### config.mk
export PLATFORM = sky130hd
export DESIGN_NAME = inert_cmd_seq
export DESIGN_NICKNAME = d
export VERILOG_FILES = /design/src/rtl/inert_cmd_seq.sv
export SDC_FILE = /design/constraint.sdc
export NUM_CORES = 1
export LEC_CHECK = 0
export BUFFER_PORTS_ARGS = -buffer_cell sky130_fd_sc_hd__buf_2
export CAP_MARGIN = 20
export CELL_PAD_IN_SITES_DETAIL_PLACEMENT = 1
export CELL_PAD_IN_SITES_GLOBAL_PLACEMENT = 1
export CORE_MARGIN = 5
export CORE_UTILIZATION = 44
export CTS_BUF_LIST = sky130_fd_sc_hd__clkbuf_4
export DETAILED_ROUTE_END_ITERATION = 8
export GPL_TIMING_DRIVEN = 0
export PLACE_DENSITY_LB_ADDON = 0.1
export SLEW_MARGIN = 20
export SYNTH_ARGS = -nofsm -noshare
export SYNTH_HDL_FRONTEND = slang
export SYNTH_SLANG_ARGS = --single-unit
### constraint.sdc
create_clock -name clk -period 4.2 [get_ports clk]
set_input_delay 0.84 -clock clk [delete_from_list [all_inputs] [get_ports clk]]
set_output_delay 0.84 -clock clk [all_outputs]
set_load 0.01 [all_outputs]
### src/rtl/inert_cmd_seq.sv
`default_nettype none
// ============================================================================
// Module   : inert_cmd_seq
// Purpose  : Command sequencer in front of SPI_mnrch. After reset it waits a
//            settle period, configures the iNEMO gyro (INT routing, ODR/range,
//            rounding) and then, for each data-ready INT, reads the yaw-rate
//            low (0xA6) and high (0xA7) bytes and publishes the signed 16-bit
//            result with a one-cycle valid strobe.
// Ports    : clk      in   system clock (posedge)
//            rst      in   synchronous active-high reset
//            INT      in   iNEMO data-ready (asynchronous, synchronised here)
//            done     in   SPI_mnrch transaction complete pulse
//            rd_data  in   SPI_mnrch read data, only [7:0] is meaningful
//            wrt      out  start SPI transaction, one-cycle pulse
//            cmd      out  SPI word; stable from wrt until done
//            yaw_rt   out  signed yaw rate {A7,A6}
//            vld      out  yaw_rt updated, one-cycle pulse
//            err      out  sticky WHO_AM_I mismatch flag
// Config   : INERT_WHOAMI_CHK_EN - adds a WHO_AM_I read (0x8F) before
//            configuration; a wrong ID parks the FSM in ERR with err set.
//            Undefined: no ID read, err tied low.
// Revision : 1.0  initial release
// ============================================================================
module inert_cmd_seq #(
  parameter int INIT_W = 16
) (
  input  logic        clk,
  input  logic        rst,
  input  logic        INT,
  input  logic        done,
  input  logic [15:0] rd_data,
  output logic        wrt,
  output logic [15:0] cmd,
  output logic [15:0] yaw_rt,
  output logic        vld,
  output logic        err
);

  typedef enum logic [3:0] {
    SETTLE   = 4'd0,
    ID       = 4'd1,
    CFG_INT  = 4'd2,
    CFG_G    = 4'd3,
    CFG_R    = 4'd4,
    WAIT_INT = 4'd5,
    RD_L     = 4'd6,
    RD_H     = 4'd7,
    PUBLISH  = 4'd8,
    ERR      = 4'd9
  } state_t;

`ifdef INERT_WHOAMI_CHK_EN
  localparam logic [7:0] WHOAMI_ID = 8'h6A;
`endif

  state_t            state, state_nxt;
  logic [INIT_W-1:0] cnt;
  logic              int_meta, int_sync;
  logic [7:0]        yaw_l;
  logic              is_cmd;
  logic              launch;
  logic [15:0]       cmd_nxt;

  // Upper read byte is don't-care from the sensor.
  logic unused_rd_hi;
  assign unused_rd_hi = ^rd_data[15:8];

  // State register.
  always_ff @(posedge clk) begin
    if (rst) state <= SETTLE;
    else     state <= state_nxt;
  end

  // Next-state logic. done only matters in command states.
  always_comb begin
    state_nxt = state;
    case (state)
      SETTLE: begin
        if (&cnt) begin
`ifdef INERT_WHOAMI_CHK_EN
          state_nxt = ID;
`else
          state_nxt = CFG_INT;
`endif
        end
      end
      ID: begin
`ifdef INERT_WHOAMI_CHK_EN
        if (done) state_nxt = (rd_data[7:0] == WHOAMI_ID) ? CFG_INT : ERR;
`else
        state_nxt = SETTLE;
`endif
      end
      CFG_INT:  if (done) state_nxt = CFG_G;
      CFG_G:    if (done) state_nxt = CFG_R;
      CFG_R:    if (done) state_nxt = WAIT_INT;
      WAIT_INT: if (int_sync) state_nxt = RD_L;
      RD_L:     if (done) state_nxt = RD_H;
      RD_H:     if (done) state_nxt = PUBLISH;
      PUBLISH:  state_nxt = WAIT_INT;
      ERR:      state_nxt = ERR;
      default:  state_nxt = SETTLE;
    endcase
  end

  // Command decode for the state being entered. A transaction is launched only
  // on entry, so wrt is a single pulse per command state and cmd is loaded in
  // the same edge, staying put until the state is left.
  always_comb begin
    cmd_nxt = cmd;
    is_cmd  = 1'b1;
    case (state_nxt)
      ID:      cmd_nxt = 16'h8F00;
      CFG_INT: cmd_nxt = 16'h0D02;
      CFG_G:   cmd_nxt = 16'h1160;
      CFG_R:   cmd_nxt = 16'h1440;
      RD_L:    cmd_nxt = 16'hA600;
      RD_H:    cmd_nxt = 16'hA700;
      default: is_cmd  = 1'b0;
    endcase
    launch = is_cmd && (state_nxt != state);
  end

  // Datapath and registered outputs.
  always_ff @(posedge clk) begin
    if (rst) begin
      cnt      <= '0;
      int_meta <= 1'b0;
      int_sync <= 1'b0;
      wrt      <= 1'b0;
      cmd      <= 16'h0000;
      yaw_l    <= 8'h00;
      yaw_rt   <= 16'h0000;
      vld      <= 1'b0;
    end else begin
      int_meta <= INT;
      int_sync <= int_meta;
      if (state == SETTLE) cnt <= cnt + 1'b1;
      wrt <= launch;
      if (launch) cmd <= cmd_nxt;
      if (state == RD_L && done) yaw_l <= rd_data[7:0];
      // High byte goes straight into yaw_rt together with the held low byte,
      // so the published word is always a single sample. yaw_rt and vld both
      // take effect as the FSM enters PUBLISH.
      if (state == RD_H && done) yaw_rt <= {rd_data[7:0], yaw_l};
      vld <= (state_nxt == PUBLISH);
    end
  end

`ifdef INERT_WHOAMI_CHK_EN
  always_ff @(posedge clk) begin
    if (rst)                                err <= 1'b0;
    else if (state == ID && state_nxt == ERR) err <= 1'b1;
  end
`else
  assign err = 1'b0;
`endif

endmodule
`default_nettype wire
* After elaboration in Yosys (flattened, before gate mapping)
Index checks and enable logic that the tools add are counted.
Cells by class: add/sub/neg operators 1, equal/unequal tests 16, mux-type cells 10, reductions and logical operators 8
Operators by type and width (number):
- one-hot mux 16 bit (6 select lines) | 1
- one-hot mux 4 bit (9 select lines) | 1
- == test 4 x 3 -> 1 bit (second input constant) | 7
- 2-to-1 mux 4 bit | 7
- adder 16 x 1 -> 16 bit (second input constant) | 1
- == test 4 x 2 -> 1 bit (second input constant) | 4
- AND reduction 16 bit | 1
- == test 4 bit (second input constant) | 3
- nonzero test 6 bit | 1
- OR reduction 6 bit | 1
- == test 4 x 1 -> 1 bit (second input constant) | 1
- zero test 4 bit | 1
- != test 4 bit | 1
- logical AND 1 bit | 3
- AND reduction 2 bit | 1
- 2-to-1 mux 1 bit | 1
Word-level totals: flip-flop bits (word level) 64, input bits 20, output and inout port bits 35, word-level logic and storage cells 44

* Logic depth before layout (Yosys ltp)
depth after elaboration 8, depth in mapped cells 8, mapped depth without buffers 6

* Worst setup path after synthesis
OpenSTA, ideal clock, no wires.
path kind input to register, start input port done, end register cmd[5], setup time 0.069 ns, arrival time 2.023 ns, required time 4.131 ns, setup slack 2.108 ns, cell stages on the path 6, buffers on the path 1, cells stage by stage clkbuf_1 a41o_1 a21oi_1 a21oi_2 or4_1 o21ai_1
On the way: longest elaborated chain between the ends 7, elaborated cells between the ends (all ways) 19, classes of those cells 7 x eq/ne; 8 x mux; 4 x reduce/logical
Ends and longest elaborated chain:
- start: declaration | RTL line 30 | input logic done,
- 2-to-1 mux 4 bit (on tied branches)
- one-hot mux 4 bit (9 select lines) (*) | RTL line 77 | case (state)
- == test 4 x 3 -> 1 bit, or another cell as far along | RTL line 112 | case (state_nxt)
- OR reduction 6 bit (no source line)
- 2-to-1 mux 1 bit | RTL line 112
- logical AND 1 bit | RTL line 121 | launch = is_cmd && (state_nxt != state);
- AND reduction 2 bit (no source line)
- end signal: assignment | RTL line 140 | if (launch) cmd <= cmd_nxt;
- end: declaration | RTL line 33 | output logic [15:0] cmd,
Mark *: on every way between the ends. The rest lies on a longest branch, timed or not. The select of a mux whose other input is x is not followed. A chain may end at the register's enable or synchronous reset.

* Final worst setup path
start register state[1], end register cnt[15]
On the way: longest elaborated chain between the ends 1
Ends and longest elaborated chain:
- start: declaration | RTL line 56 | state_t state, state_nxt;
- start signal: assignment | RTL line 71 | else state <= state_nxt;
- zero test 4 bit | RTL line 138 | if (state == SETTLE) cnt <= cnt + 1'b1;
- end signal: assignment | RTL line 138
- end: declaration | RTL line 57 | logic [INIT_W-1:0] cnt;
Every way passes these cells.

==> summary.txt <==
Outcome -> complete, no violations
Mapped Area -> 2384 sq um
Final global-route overflow total -> 0
Worst min-delay path startpoint -> int_meta$_SDFF_PP0_
Max Clk Rate -> 0.4115 GHz
Avg Vias per Cell -> 5.007
Post-Route Skew -> 0.01998 ns
Clock-pin slew on the worst setup and hold paths -> 0.15 ns
XOR/XNOR Fraction of Synth Area -> 0.05144
Post-CTS Hold Buffers -> 0
Most instantiated library cell after synthesis -> dfxtp_1
R2R Setup Slk -> 1.77 ns
Power Density -> 324.6 nW/um^2
Vias -> 2,013
Setup Viol. Count Final -> 0
Antenna violations before repair -> 0
Setup slack after layout -> 1.770 ns
CP max-delay cell -> nor4_2
Area of the multi-input gates -> 1136 sq um
Clock sinks -> 56
Fillers -> 636
Iter 0 DRT Violations -> 67
Post-Synth Adder-Cell Area -> 0.005249
Nets@finish -> 352
Gpl congestion -> 0.7833
Setup TNS -> 0 ns
CTS resizes -> 0
LEAKAGE -> 1.138 nW
Critical path arrival -> 2.73 ns
Crit. End Element -> flip-flop
WHS Endpoint -> int_sync$_SDFF_PP0_
Antenna diodes -> 0
Pre-CTS setup slack -> 1.798 ns
Critical Path RT -> 4.49 ns
IO buf count -> 39
R2R Path Start -> state[1]$_SDFF_PP0_
CP Buf/Inv Count -> 1
Io pins -> 55
Initial Utilization -> 0.4608
Core area -> 5172 sq um
CP Cell Sequence -> buf_2 -> nor4_2 -> and3_1 -> nand3_1 -> or3_1 -> a21oi_1
Post-synth top area share -> 0.4703
WL final -> 5536 um
Ys flop type -> dfxtp_1
Worst slew pin tran -> 0.8985 ns
Largest cells by area after synthesis -> dfxtp_1 (47%), nand2_1 (8.0%), nor2_1 (5.0%), a21oi_1 (4.8%), xor2_1 (4.0%)
Ys Warns -> 0
Worst setup path start -> state[1]$_SDFF_PP0_
Post-detail-place hpwl -> 4204 um
Mux share of post-synthesis cell area -> 0.03780
CP top delay family -> simple AND/OR/NAND/NOR gates
Design area -> 2769 sq um
Slew Limit Fails -> 0
Seq/Total Area, Yosys -> 0.4703
WHS -> 0.4611 ns
Largest stage delay, worst path -> 0.71 ns
Die width -> 83.60 um
Post CTS Setup Buffer Count -> 0
FP Rows -> 26
Setup Crit Path Kind -> reg2reg
Register area -> 1121 sq um
Largest family of logic cells by synthesized area -> simple AND/OR/NAND/NOR gates
Area added between synthesis and finish -> 16.17%
Die area -> 6989 sq um
Synthesized area per cell -> 8.543 sq um
Global Route Usage Sum -> 0.1661
Min-Delay Path Class -> reg2reg
Compound-cell area share of the yosys netlist -> 0.1207
DP Cell Count -> 394
CTS tree -> done
CTS root buffer -> clkbuf_4
Synth Instances -> 279
DRT Pass-1 Iters -> 4
Largest net degree at the start of global routing -> 18
Max_cap viols -> 0
H-tree depth -> 2
Number of synthesized flops with an enable pin -> 0
R2R depth -> 6
VDD IR-drop max -> 174.6 uV
Post-synth ARST share -> 0
Hold Crit Depth -> 1
First-pass GRT wire length -> 9687 um
Cell Area, Placed -> 2689 sq um
Total CTS buffers -> 5
Vias in the first global route -> 2,131
Final std cells w/o fill -> 402
CTS max path bufs -> 2
Simple-Gate Fraction of Synth Area -> 0.2504
Yosys cell types -> 49
WL/cell -> 13.77 um
Critical Path Start Type -> flip-flop
Fin crit share -> 0.5786
CP max FO -> 10
Clk_lat worst skew -> 0.37 ns
Unrepaired setup endpoints after global routing -> false
Routed Antenna Nets -> 0
Final Hold Violating Endpoints -> 0
Die Y -> 83.60 um
DRC -> 0
Post-synth top cells -> dfxtp_1 (56), nand2_1 (51), nor2_1 (32)
Min Tclk post-route -> 2.430 ns
R2R Path End -> cnt[15]$_SDFFE_PP0P_
Fraction of layout cells with a size suffix above 1 -> 0.2048
Post-synth top area cell -> dfxtp_1
Worst slew margin -> 0.3977
Synth Register Bits -> 56
[worst register-to-register path: cells and delay by family, from the launching register on]
| family | cells | cell delay [ns] |
|---|---|---|
| simple gates | 4 | 1.66 |
| flops | 1 | 0.35 |
| buf+inv | 1 | 0.18 |
| compound gates | 1 | 0.15 |
[power by group]
group,total (mW),internal (mW),leakage (nW),switching [mW]
combinational,0.0669,0.0263,0.643,0.0407
sequential,0.546,0.539,0.452,0.00631
clock,0.286,0.125,0.0428,0.162
[state kept, by name (all words and copies together), names as in the netlist]
signal and cells:
cnt 16, wrt 1, yaw_l 8, int_meta 1, cmd 8, int_sync 1
vld 1, state 4, yaw_rt 16
[placed cells by master (no fill, tap or decap), drive strengths merged, types with 4 or more instances in the layout]
cell and n:
dfxtp 56, buf 53, nand2 51, nor2 32, a21oi 24, clkbuf 15, xor2 11, mux2i 9
o21ai 9, nand3 7, conb 7, and2 4, nand4 4
[cells by family after synthesis]
family | count (synthesis)
other | 1
multiplexers | 9
XOR/XNOR | 14
flip-flops | 56
AO/OA/AOI/OAI | 47
AND/OR/NAND/NOR | 123
adder cells (fa/ha/maj) | 1
buffers and inverters | 28
[area by class of cell]
cell class / instances / share of cell area
clock buffer: 5 / 0.01356
multi-input combinational: 201 / 0.4103
sequential: 56 / 0.4049
inverter: 4 / 0.005422
buffer: 24 / 0.04835
timing repair buffer: 39 / 0.07049
clock inverter: 3 / 0.01536
tap: 70 / 0.03163
[per-layer routing]
| metal | up-vias | track usage | wire (um) |
|---|---|---|---|
| met5 | - | 0 | 0 |
| met4 | 0 | 0.05263 | 73 |
| met3 | 8 | 0.02962 | 186 |
| met2 | 29 | 0.3044 | 2844 |
| met1 | 953 | 0.1944 | 2431 |
| li1 | 1023 | - | - |
[metrics by stage]
step / power, mW / util
detailed placement: 0.6246 / 0.5198
finish: 0.8989 / 0.5353
global route: 0.9422 / 0.5353
CTS: 0.9111 / 0.5353
global placement: 0.6222 / 0.5198
floorplan: 0.6026 / -
[how the worst max path moves through the flow]
stage                           endpoint  cells after the start  slack [ns]
global placement    cmd[12]$_SDFFE_PP0P_                      7        1.79
detailed placement  cmd[12]$_SDFFE_PP0P_                      7        1.80
finish              cnt[15]$_SDFFE_PP0P_                      6        1.77
CTS                 cnt[15]$_SDFFE_PP0P_                      6        1.74
floorplan            cmd[5]$_SDFFE_PP0P_                      6        2.11
global route        cnt[15]$_SDFFE_PP0P_                      6        1.57
Power figures use the tool's default switching activity.
